$ cat config.mk
export PLATFORM = sky130hd
export DESIGN_NAME = seg7_digit_scanner_flat
export DESIGN_NICKNAME = d
export VERILOG_FILES = /design/src/rtl/seg7_pkg.sv /design/src/rtl/seg7_digit_scanner_if.sv /design/src/rtl/seg7_lz_blank.sv /design/src/rtl/seg7_digit_scanner.sv /design/src/flat_wrapper.sv
export SDC_FILE = /design/constraint.sdc
export NUM_CORES = 1
export LEC_CHECK = 0
export ABC_AREA = 1
export CORE_AREA = 2 2 125 79
export CTS_CLUSTER_DIAMETER = 30
export DETAILED_ROUTE_END_ITERATION = 6
export DIE_AREA = 0 0 127 81
export PLACE_DENSITY_LB_ADDON = 0.08
export SYNTH_ARGS = -nofsm -noshare
export SYNTH_HDL_FRONTEND = slang
export SYNTH_SLANG_ARGS = --single-unit
$ cat constraint.sdc
create_clock -name clk -period 3.4 [get_ports clk]
set_input_delay 0.68 -clock clk [delete_from_list [all_inputs] [get_ports clk]]
set_output_delay 0.68 -clock clk [all_outputs]
set_load 0.05 [all_outputs]
$ cat src/rtl/seg7_pkg.sv
// Definitions shared by the digit scanner and the 7-segment decoder:
// the blank code, the digit type and the digit-index width helper.
package seg7_pkg;

    localparam logic [3:0] BLANK_CODE = 4'hF;

    typedef logic [3:0] bcd_digit_t;

    function automatic int digit_idx_width(input int num_digits);
        return (num_digits > 1) ? $clog2(num_digits) : 1;
    endfunction

endpackage

$ cat src/rtl/seg7_digit_scanner_if.sv
// Frame-load handshake between a frame producer and the digit scanner.
interface seg7_digit_scanner_if #(
    parameter int NUM_DIGITS = 4
) ();

    logic                    load_valid;
    logic                    load_ready;
    logic [4*NUM_DIGITS-1:0] load_data;

    modport master (output load_valid, output load_data, input load_ready);
    modport slave  (input load_valid, input load_data, output load_ready);

endinterface

$ cat src/rtl/seg7_lz_blank.sv
// Leading-zero mask: flags every digit that is zero and has only zeros above it.
// Digit 0 is never flagged; a 4'hF digit counts as non-zero.
module seg7_lz_blank
    import seg7_pkg::*;
#(
    parameter int NUM_DIGITS = 4
) (
    input  logic [4*NUM_DIGITS-1:0] digits,
    input  logic                    blank_lz,
    output logic [NUM_DIGITS-1:0]   blank
);

    logic       zero_run_s;
    bcd_digit_t digit_s;

    // Walk from the most significant digit down, tracking an unbroken run of zeros.
    always_comb begin
        blank      = '0;
        zero_run_s = blank_lz;
        digit_s    = BLANK_CODE;
        for (int k = NUM_DIGITS - 1; k > 0; k--) begin
            digit_s    = digits[4*k +: 4];
            zero_run_s = zero_run_s && (digit_s == 4'h0);
            blank[k]   = zero_run_s;
        end
        blank[0] = 1'b0;
    end

endmodule

$ cat src/rtl/seg7_digit_scanner.sv
// Time-multiplexed digit scanner: double-buffered frame, per-slot anti-ghost gap,
// optional leading-zero suppression, registered digit code and active-low enables.
module seg7_digit_scanner
    import seg7_pkg::*;
#(
    parameter int NUM_DIGITS   = 4,
    parameter int REFRESH_DIV  = 50000,
    parameter int BLANK_CYCLES = 500,
    localparam int IDX_W       = digit_idx_width(NUM_DIGITS)
) (
    input  logic                   clk,
    input  logic                   rst,
    seg7_digit_scanner_if.slave    load,
    input  logic                   blank_lz,
    output bcd_digit_t             bcd,
    output logic [NUM_DIGITS-1:0]  an,
    output logic [IDX_W-1:0]       digit_idx,
    output logic                   frame_done
);

    localparam int CNT_W = $clog2(REFRESH_DIV);
    localparam logic [CNT_W-1:0]      TERM_CNT  = CNT_W'(REFRESH_DIV - 1);
    localparam logic [CNT_W-1:0]      GAP_CNT   = CNT_W'(BLANK_CYCLES);
    localparam logic [IDX_W-1:0]      LAST_IDX  = IDX_W'(NUM_DIGITS - 1);
    localparam logic [NUM_DIGITS-1:0] ONE_HOT_0 = {{(NUM_DIGITS-1){1'b0}}, 1'b1};

    logic [CNT_W-1:0]        cnt_r, cnt_next_s;
    logic [IDX_W-1:0]        idx_r, idx_next_s;
    logic                    frame_done_r;
    logic [4*NUM_DIGITS-1:0] pend_r, disp_r, disp_next_s;
    logic                    pend_full_r, ready_r, shown_r, shown_next_s;
    logic [NUM_DIGITS-1:0]   an_r, an_next_s, blank_mask_s;
    bcd_digit_t              bcd_r, bcd_next_s;
    logic                    term_s, boundary_s, accept_s, commit_s;

    assign term_s       = (cnt_r == TERM_CNT);
    assign boundary_s   = term_s && (idx_r == LAST_IDX);
    assign accept_s     = load.load_valid && ready_r;
    assign commit_s     = boundary_s && pend_full_r;
    assign disp_next_s  = commit_s ? pend_r : disp_r;
    // Enables stay dark until the first frame has been committed after reset.
    assign shown_next_s = shown_r || commit_s;

    // Next refresh count and slot index.
    always_comb begin
        cnt_next_s = cnt_r + CNT_W'(1);
        idx_next_s = idx_r;
        if (term_s) begin
            cnt_next_s = '0;
            if (idx_r == LAST_IDX) begin
                idx_next_s = '0;
            end else begin
                idx_next_s = idx_r + IDX_W'(1);
            end
        end else begin
            idx_next_s = idx_r;
        end
    end

    seg7_lz_blank #(.NUM_DIGITS(NUM_DIGITS)) u_lz_blank (
        .digits   (disp_next_s),
        .blank_lz (blank_lz),
        .blank    (blank_mask_s)
    );

    // Next digit code and enables, aligned with the next slot state.
    always_comb begin
        an_next_s  = '1;
        bcd_next_s = BLANK_CODE;
        if (shown_next_s && (cnt_next_s >= GAP_CNT)) begin
            an_next_s = ~(ONE_HOT_0 << idx_next_s);
            if (blank_mask_s[idx_next_s]) begin
                bcd_next_s = BLANK_CODE;
            end else begin
                bcd_next_s = disp_next_s[{idx_next_s, 2'b00} +: 4];
            end
        end else begin
            an_next_s  = '1;
            bcd_next_s = BLANK_CODE;
        end
    end

    // Refresh counter, slot index and end-of-scan pulse.
    always_ff @(posedge clk or posedge rst) begin
        if (rst) begin
            cnt_r        <= '0;
            idx_r        <= '0;
            frame_done_r <= 1'b0;
        end else begin
            cnt_r        <= cnt_next_s;
            idx_r        <= idx_next_s;
            frame_done_r <= (cnt_next_s == TERM_CNT) && (idx_next_s == LAST_IDX);
        end
    end

    // Pending slot; ready lags the slot emptying by one cycle after a commit.
    always_ff @(posedge clk or posedge rst) begin
        if (rst) begin
            pend_r      <= {NUM_DIGITS{BLANK_CODE}};
            pend_full_r <= 1'b0;
            ready_r     <= 1'b0;
        end else begin
            ready_r <= !pend_full_r && !accept_s;
            if (accept_s) begin
                pend_r      <= load.load_data;
                pend_full_r <= 1'b1;
            end else if (commit_s) begin
                pend_full_r <= 1'b0;
            end
        end
    end

    // Display register and registered decoder-facing outputs.
    always_ff @(posedge clk or posedge rst) begin
        if (rst) begin
            disp_r  <= {NUM_DIGITS{BLANK_CODE}};
            shown_r <= 1'b0;
            an_r    <= '1;
            bcd_r   <= BLANK_CODE;
        end else begin
            disp_r  <= disp_next_s;
            shown_r <= shown_next_s;
            an_r    <= an_next_s;
            bcd_r   <= bcd_next_s;
        end
    end

    assign load.load_ready = ready_r;
    assign bcd             = bcd_r;
    assign an              = an_r;
    assign digit_idx       = idx_r;
    assign frame_done      = frame_done_r;

endmodule
$ cat src/flat_wrapper.sv
// flat-port wrapper written by rule: the top's interface ports become plain ports
module seg7_digit_scanner_flat import seg7_pkg::*;
#(
    parameter int NUM_DIGITS   = 4,
    parameter int REFRESH_DIV  = 50000,
    parameter int BLANK_CYCLES = 500,
    localparam int IDX_W       = digit_idx_width(NUM_DIGITS)
)
  (clk, rst, blank_lz, bcd, an, digit_idx, frame_done, load_load_valid, load_load_data, load_load_ready);
  seg7_digit_scanner_if #(.NUM_DIGITS(NUM_DIGITS)) load_i ();
  input  logic clk;
  input  logic rst;
  input  logic blank_lz;
  output bcd_digit_t bcd;
  output logic [NUM_DIGITS-1:0] an;
  output logic [IDX_W-1:0] digit_idx;
  output logic frame_done;
  input wire logic [$bits(load_i.load_valid)-1:0] load_load_valid;
  input wire logic [$bits(load_i.load_data)-1:0] load_load_data;
  output wire logic [$bits(load_i.load_ready)-1:0] load_load_ready;
  assign load_i.load_valid = load_load_valid;
  assign load_i.load_data = load_load_data;
  assign load_load_ready = load_i.load_ready;
  seg7_digit_scanner #(.NUM_DIGITS(NUM_DIGITS), .REFRESH_DIV(REFRESH_DIV), .BLANK_CYCLES(BLANK_CYCLES)) u_core (.clk(clk), .rst(rst), .load(load_i), .blank_lz(blank_lz), .bcd(bcd), .an(an), .digit_idx(digit_idx), .frame_done(frame_done));
endmodule
==> tab_implementation.tex <==
\begin{tabular}{lr}
\hline
Metric & Value \\
\hline
\multicolumn{2}{l}{\textbf{Clock tree}} \\
\quad Cell at the root of the clock tree & clkbuf\_16 \\
\quad Number of CTS-inserted buffers & 9 \\
\quad CTS tree & yes \\
\quad Hold bufs inserted after CTS & 0 \\
\quad Clk\_lat worst skew & 330 ps \\
\quad Num Clock Sinks & 62 \\
\quad Clock-pin slew on the worst setup and hold paths & 50 ps \\
\quad H-tree lvl count & 3 \\
\quad Post CTS Setup Buffer Count & 0 \\
\quad Worst-case clock buffer depth & 2 \\
\quad Resized Gates After CTS & 0 \\
\multicolumn{2}{l}{\textbf{Setup path}} \\
\quad Reg2reg setup slack & 1170 ps \\
\quad Worst reg-to-reg path cell count & 12 \\
\quad Type of the setup path with the least slack & register to primary output \\
\quad Reg2reg start & u\_core.cnt\_r[1] \\
\quad Maximum fanout encountered on the critical timing path & 1 \\
\quad Critical register-to-register path endpoint & u\_core.frame\_done \\
\quad Worst path buffer plus inverter count & 1 \\
\quad Max stage delay cell, worst path & clkdlybuf4s50\_1 \\
\quad Signal arrival time at the worst endpoint & 1640 ps \\
\quad Kind of end point of the critical path & primary output \\
\quad Biggest cell delay along the critical path & 800 ps \\
\quad Crit start category & register \\
\quad Top delay family on crit path & buffers and inverters \\
\quad Critical path launch point & u\_core.bcd[3] \\
\quad Data required time at the worst endpoint & 2720 ps \\
\quad Cell-by-cell listing of the critical path & clkdlybuf4s50\_1 \\
\multicolumn{2}{l}{\textbf{Cells and area}} \\
\quad Most common cell after layout, fill and taps aside & nand2\_1 \\
\quad Area growth syn-to-layout & 23.8\% \\
\quad Share of layout cells above drive strength 1 & 0.209 \\
\quad Number of diodes added for antenna fixing & 0 \\
\quad Commonest cells after routing, fill and taps aside & nand2\_1 (144), inv\_1 (47), dfstp\_2 (40), nor2\_1 (36), clkdlybuf4s50\_1 (31) \\
\quad Number of nets in the layout & 454 \\
\multicolumn{2}{l}{\textbf{Synth}} \\
\quad Yosys synthesis warning count & 0 \\
\quad Post-synthesis sequential element count & 62 \\
\quad Average cell area after synthesis & 7.95 um\^{}2 \\
\quad Number of distinct library cells after synthesis & 27 \\
\quad Synthesized netlist cell count & 393 \\
\quad Cell Area, Synth & 3120 um\^{}2 \\
\quad Fraction of the yosys area taken by sequential cells & 0.513 \\
\quad Syn Nets & 416 \\
\multicolumn{2}{l}{\textbf{Run}} \\
\quad Maxcap violations & 0 \\
\multicolumn{2}{l}{\textbf{Placement}} \\
\quad Post-detail-place hpwl & 5800 um \\
\quad Final weighted congestion in routability-driven placement & 0.889 \\
\quad Quantity of I/O buffers inserted on ports & 31 \\
\multicolumn{2}{l}{\textbf{Routing}} \\
\quad Detailed Routing Iterations Pass 1 & 4 \\
\quad Drt initial violations & 196 \\
\quad Final ANT Viol Nets & 0 \\
\quad DRC violations left & 0 \\
\quad Final wirelength & 7700 um \\
\quad Average wire per cell in the routed design & 13.9 um \\
\quad Count of vias placed by the detailed router & 2546 \\
\quad Post-detailed-route via-to-cell ratio & 4.58 \\
\multicolumn{2}{l}{\textbf{Min path}} \\
\quad Min-Delay Endpoint & u\_core.cnt\_r[0] \\
\quad Type of the most critical hold path & register to register \\
\quad Hold Crit Start & u\_core.cnt\_r[0] \\
\quad Number of instances on the worst hold path & 1 \\
\multicolumn{2}{l}{\textbf{Power}} \\
\quad Leakage component of the power & 1.83 nW \\
\quad IR drop worst, VDD & 0.299 mV \\
\quad Power density of the placed cells & 491 nW/um\^{}2 \\
\multicolumn{2}{l}{\textbf{STA}} \\
\quad Slew margin rel. & 0.498 \\
\quad Max-slew violations & 0 \\
\quad Maximum clock rate & 431 MHz \\
\quad Setup TNS & 0 ps \\
\quad Fraction of the cycle the final worst path needs & 0.682 \\
\quad Total setup violations reported at the end of the flow & 0 \\
\quad Setup Skew & 4.55 ps \\
\quad Final min period & 2320 ps \\
\quad Final Hold Viols & 0 \\
\quad Unrepaired setup endpoints after global routing & false \\
\quad Worst slack on hold paths & 468 ps \\
\quad Worst Max-Slew Pin Slew & 753 ps \\
\multicolumn{2}{l}{\textbf{Global routing}} \\
\quad Wire length of the first global-routing pass & 12500 um \\
\quad Antenna violations before repair & 0 \\
\quad Vias in the first global route & 2385 \\
\quad Total overflow reported by the global router & 0 \\
\quad Largest net degree at the start of global routing & 36 \\
\quad Gr usage total & 0.163 \\
\multicolumn{2}{l}{\textbf{Floorplan}} \\
\quad Top-level port count & 32 \\
\quad Vert. Die Dim & 81 um \\
\quad Die W & 127 um \\
\quad Area of the core region & 9320 um\^{}2 \\
\quad Effective utilization at floorplan & 0.335 \\
\quad \# rows & 28 \\
\quad Die ar. & 10300 um\^{}2 \\
\multicolumn{2}{l}{\textbf{Status}} \\
\quad Outcome & completed \\
\hline
\end{tabular}
## how the worst max path moves through the flow
stage,endpoint,slack [ps],cells after the start
final,bcd[3],1080,1
after global routing,u_core.bcd[3],970,13
after CTS,bcd[3],1060,1
after detailed placement,u_core.pend_full_r,960,5
after global placement,u_core.pend_full_r,990,5
after floorplan,u_core.cnt_r[0],1240,1
## flip-flops by register name, indices dropped and copies added (netlist names)
| signal | count |
|---|---|
| u_core.pend_full_r | 1 |
| u_core.an | 4 |
| u_core.load.load_ready | 1 |
| u_core.bcd | 4 |
| u_core.pend_r | 16 |
| u_core.cnt_r | 16 |
| u_core.disp_r | 16 |
| u_core.frame_done | 1 |
| u_core.shown_r | 1 |
| u_core.digit_idx | 2 |
## power by group
group	leakage [nW]	internal, mW	switching (mW)
Sequential	0.705	0.850	0.0424
Combinational	0.975	0.0504	0.0682
Clock	0.151	0.573	0.312
## synthesized netlist by cell type
library cell,n,area [um^2]
nand4_1,13,81.3
dfrtp_1,22,551
xor2_1,4,35.0
o21ai_2,2,17.5
nand3_2,3,30.0
buf_4,1,7.51
nand4_4,1,21.3
nor3_2,3,30.0
nand3_1,22,110
buf_6,1,11.3
o211ai_1,1,7.51
o21ai_0,12,60.1
inv_1,48,180
nor2_2,7,43.8
clkbuf_1,5,18.8
nor2_1,36,135
inv_4,1,6.26
nor2_4,4,45.0
a31oi_1,1,6.26
o21a_1,1,7.51
nor3_1,4,20.0
dfstp_2,40,1050
ha_1,3,37.5
nand2_2,5,31.3
inv_2,6,22.5
nand2_1,144,541
o21ai_1,3,15.0
## per-stage QoR
| stage | std cells | total power [mW] | area, um^2 | worst slack [ps] | utilization |
|---|---|---|---|---|---|
| floorplan | 393 | 0.960 | 3120 | 1240 | - |
| global placement | 540 | 1.02 | 3570 | 989 | 0.383 |
| detailed placement | 540 | 1.02 | 3570 | 961 | 0.383 |
| CTS | 556 | 1.93 | 3860 | 1060 | 0.415 |
| global route | 556 | 1.99 | 3860 | 966 | 0.415 |
| finish | 556 | 1.90 | 3860 | 1080 | 0.415 |
## layout make-up
cell class,instances,area (um^2)
multi-input combinational,269,1270
inverter,55,209
fill,967,5450
tap,120,150
sequential,62,1600
clock inverter,3,15.0
timing repair buffer,34,333
clock buffer,13,282
## cells by family (layout without fill, tap and decap cells)
family          Yosys count  count (layout)  synth area share
xor+xnor                  4               4            0.0112
buf+inv                  62             105            0.0789
fa+ha+maj                 3               3            0.0120
compound gates           20              20            0.0365
simple gates            242             242             0.349
flops                    62              62             0.513
## metal layers
layer	routed length (um)	global-route usage
met1	4390	0.256
met2	2730	0.209
met3	544	0.0487
met4	34	0.0527
met5	0	0
No activity file was read; power rests on OpenSTA's default activity.
